<file path="src/rtl/pc_stack.sv">
// Program counter with a return-address stack and sticky overflow/underflow flags.
// Latency: one cycle, op sampled on the edge and visible on out next cycle; no backpressure.
module pc_stack #(
    parameter int WIDTH = 16,
    parameter int DEPTH = 8,
    parameter int CNT_W = $clog2(DEPTH + 1)
) (
    input  logic             clock,
    input  logic             reset,
    input  logic             clear,
    input  logic [WIDTH-1:0] in,
    input  logic             load,
    input  logic             inc,
    input  logic             call,
    input  logic             ret,
    input  logic             err_clr,
    output logic [WIDTH-1:0] out,
    output logic [CNT_W-1:0] depth,
    output logic             full,
    output logic             empty,
    output logic             overflow,
    output logic             underflow
);
    localparam int AW = (DEPTH > 1) ? $clog2(DEPTH) : 1;

    logic [WIDTH-1:0] out_q, out_d;
    logic [CNT_W-1:0] depth_q, depth_d;
    logic             overflow_q, overflow_d;
    logic             underflow_q, underflow_d;

    logic [WIDTH-1:0] stack_mem [DEPTH];
    logic             push_en;
    logic [AW-1:0]    push_idx;
    logic [WIDTH-1:0] push_dat;
    logic [WIDTH-1:0] pc_plus1;

    assign full      = (depth_q == CNT_W'(DEPTH));
    assign empty     = (depth_q == '0);
    assign pc_plus1  = out_q + WIDTH'(1);

    always_comb begin
        out_d       = out_q;
        depth_d     = depth_q;
        // err_clr is applied first so that a same-edge error event overrides it
        overflow_d  = overflow_q & ~err_clr;
        underflow_d = underflow_q & ~err_clr;
        push_en     = 1'b0;
        push_idx    = AW'(depth_q);
        push_dat    = pc_plus1;

        if (clear) begin
            out_d       = '0;
            depth_d     = '0;
            overflow_d  = 1'b0;
            underflow_d = 1'b0;
        end else if (call && ret) begin
            out_d = in;
        end else if (call) begin
            out_d = in;
            if (!full) begin
                push_en = 1'b1;
                depth_d = depth_q + CNT_W'(1);
            end else begin
                overflow_d = 1'b1;
            end
        end else if (ret) begin
            if (!empty) begin
                out_d   = stack_mem[AW'(depth_q - CNT_W'(1))];
                depth_d = depth_q - CNT_W'(1);
            end else begin
                underflow_d = 1'b1;
            end
        end else if (load) begin
            out_d = in;
        end else if (inc) begin
            out_d = pc_plus1;
        end
    end

    always_ff @(posedge clock or negedge reset) begin
        if (!reset) begin
            out_q       <= '0;
            depth_q     <= '0;
            overflow_q  <= 1'b0;
            underflow_q <= 1'b0;
        end else begin
            out_q       <= out_d;
            depth_q     <= depth_d;
            overflow_q  <= overflow_d;
            underflow_q <= underflow_d;
        end
    end

    // Stack storage carries no reset; entries above depth are never read.
    always_ff @(posedge clock) begin
        if (push_en) begin
            stack_mem[push_idx] <= push_dat;
        end
    end

    assign out       = out_q;
    assign depth     = depth_q;
    assign overflow  = overflow_q;
    assign underflow = underflow_q;
endmodule

</file>
<file path="config.mk">
export PLATFORM = sky130hd
export DESIGN_NAME = pc_stack
export DESIGN_NICKNAME = d
export VERILOG_FILES = /design/src/rtl/pc_stack.sv
export SDC_FILE = /design/constraint.sdc
export NUM_CORES = 1
export LEC_CHECK = 0
export ABC_AREA = 1
export CORE_MARGIN = 2
export CORE_UTILIZATION = 53
export DETAILED_ROUTE_END_ITERATION = 16
export GPL_ROUTABILITY_DRIVEN = 0
export PLACE_DENSITY = 0.76
export SYNTH_ARGS = -nofsm -noshare
export SYNTH_HDL_FRONTEND = slang
export SYNTH_SLANG_ARGS = --single-unit
</file>
<file path="constraint.sdc">
create_clock -name clock -period 2.8 [get_ports clock]
set_input_delay 0.56 -clock clock [delete_from_list [all_inputs] [get_ports clock]]
set_output_delay 0.56 -clock clock [all_outputs]
set_load 0.03 [all_outputs]
</file>
==> metrics.txt <==
share of layout cells above drive strength 1=9.82%; Max Root-Sink Buffers=2; most area-consuming cells after synthesis=edfxtp_1, nand2_1, nand3_1; Pre-antenna DRT Iters=7; Peak VDD IR=0.744 mV; slowest stage cell, crit path=clkdlybuf4s50_1; die area=about 14000 um2; yosys synthesis warning count=0; Antenna Violating Nets Remaining=0; setup repair bufs after CTS=0; worst-path cell chain=buf_4 > clkdlybuf4s50_1; vias in the first global route=between 5k and 6k; syn nets=731; core area=12700 um2; Worst Clk Skew=roughly 0.015 ns; Leak=around 3.2 nW; syn_area_per_cell=9.86 um2; critical path data required time=roughly 2.2 ns; WL final=approximately 18 mm; Layout fillers=between 1k and 1.5k; Max transition margin=between 50% and 60%; initial antenna violation count=0; Die Ht=about 120 um; max-cap viol count=0; post-layout minimum cycle time=around 2.5 ns; CP max FO=between 40 and 50; worst skew pair latency=~0.43 ns; Pwr Density=970 nW/um2; synthesized cell area=approximately 6900 um2; largest net degree at the start of global routing=a little under 70; Crit Path Class=flop to output pin; number of DRC markers in iteration 0=933; leading area contributor after synthesis=edfxtp_1; endpoints failing hold=0; Worst-Margin Slew=0.685 ns; Tcrit/Tclk final=90.6%; origin of the critical flop-to-flop path=depth[1]$_DFFE_PN0P_; CTS tree=yes; DRC violations left=0; Critical Path AT=between 1.5 and 2 ns; first-pass GRT wire length=between 20 and 30 mm; fin. max-slew vios=0; hold buffers post-CTS=0; r2r endpoint=out[10]$_DFFE_PN0P_; IO buf count=47; Setup crit end=depth[0]; unrepaired setup endpoints after global routing=false; Initial Util=between 50% and 60%; Reg clk slew, reported paths=0.07 ns; post-DR vias/cell=between 5 and 6; Max H-tree Level=4; Antenna Cells=0; Syn Inst Count=around 700; post-detail-place hpwl=approximately 12 mm; std cell rows=41; Synth top area share=between 50% and 60%; startpoint types=flop; Fmax=~390 MHz; crit end category=output pin; Hold Slack=slightly below 0.5 ns; post-CTS sizing=0; Overall Global Routing Usage=26.7%; cts bufs inserted=17; Pwr Total=0.00796 W; post-layout util=~64%; Seq. cell area=between 4000 and 5000 um2; Die X=~120 um; area of the multi-input gates=approximately 2200 um2; Hold Path Class=input pin to asynchronous set/reset pin; Final nets=slightly below 800; via count=~5.5k; Seq/Total Area, Yosys=between 60% and 70%; Finish-stage setup viols=0; library cells used by synthesis=33; Critical Path Source=depth[0]$_DFFE_PN0P_; r2r setup slk=between 0.5 and 0.6 ns; wire per inst=19.0 um; clock sink count=150; CP max stage delay=around 0.76 ns; Setup WS post-layout=0.264 ns; total negative slack=0 ns; I/O pin count=48; Yosys reg bits=150; Worst R2R Path Depth=10; post-place setup slack=0.431 ns; GRT Residual Overflow=0; area grow syn2layout=18.2%; status=completed; root buf cell=clkbuf_16
worst min-delay path by stage:
| stage | start | cells after the start | to |
|---|---|---|---|
| global placement | overflow$_DFF_PN0_ | 2 | overflow$_DFF_PN0_ |
| detailed placement | overflow$_DFF_PN0_ | 2 | overflow$_DFF_PN0_ |
| CTS | reset | 2 | out[13]$_DFFE_PN0P_ |
| finish | reset | 2 | out[13]$_DFFE_PN0P_ |
| floorplan | reset | 0 | depth[0]$_DFFE_PN0P_ |
| global route | reset | 2 | out[12]$_DFFE_PN0P_ |
logic make-up (layout without fill, tap and decap cells):
group           Yosys count  in the layout  share of synthesized area (%)
xor+xnor                  7              7                           1.10
fa+ha+maj                 3              3                          0.541
compound gates           79             79                           6.24
flops                   150            150                           63.3
buf+inv                  76            146                           4.72
simple gates            389            389                           24.1
layer usage:
layer	up-vias	track usage [%]	part of all wire [%]
met1	2569	36.6	41
met3	38	6.08	8.6
met5	-	0	0
li1	2531	-	-
met4	0	9.52	2.6
met2	320	42.2	48
registers in the layout, summed over array words and instances (netlist names):
name,count
underflow,1
out,16
depth,4
stack_mem,128
overflow,1
layout by cell type (no fill, tap or decap), types with 2 or more instances in the layout:
| cell type | count |
|---|---|
| and2_1 | 9 |
| o21bai_1 | 2 |
| inv_1 | 27 |
| clkbuf_16 | 17 |
| edfxtp_1 | 128 |
| inv_6 | 2 |
| o211ai_1 | 6 |
| nand4_1 | 3 |
| buf_4 | 26 |
| nor2_1 | 58 |
| clkinvlp_4 | 5 |
| ha_1 | 3 |
| o21ai_1 | 12 |
| nand2_1 | 190 |
| clkinv_1 | 6 |
| a22oi_1 | 3 |
| dfrtp_1 | 21 |
| clkinv_4 | 3 |
| nor3_2 | 2 |
| clkdlybuf4s50_1 | 45 |
| nand3_1 | 123 |
| inv_2 | 11 |
| a31oi_1 | 3 |
| xor2_1 | 5 |
| o21ai_0 | 13 |
| a21oi_1 | 38 |
where the power goes:
group          internal, W  switching [W]
Combinational     0.000886        0.00201
Sequential         0.00273       0.000177
Clock              0.00123       0.000925
cells in the mapped netlist, drive strengths merged:
master,n
clkinv,6
nand4,3
o211ai,6
inv,38
edfxtp,128
o21ai,25
a31oi,3
nor2,60
xor2,6
o21bai,2
clkbuf,11
buf,21
xnor2,1
dfrtp,22
a22oi,3
nand2,191
nor3,2
a21oi,38
and2,9
nand3,124
a211oi,1
ha,3
a32oi,1
final cells by class:
type / instances / share of cell area, %
clock inverter: 13 / 1.56
sequential: 150 / 53.6
timing repair buffer: 71 / 7.87
multi-input combinational: 478 / 27.1
inverter: 44 / 2.01
clock buffer: 18 / 5.23
tap: 172 / 2.62
critical path, delay by kind of cell (launching register included):
| kind | cells | cell delay, ns |
|---|---|---|
| flops | 1 | 0.37 |
| buf+inv | 2 | 1.16 |
stage by stage:
step	cell area, um2	std cells
3_3_place_gp	7650	915
5_1_grt	8210	946
4_1_cts	8210	946
2_1_floorplan	6950	704
6_report	8210	946
3_5_place_dp	7650	915
Note: power is estimated with default switching activity, not from simulation.
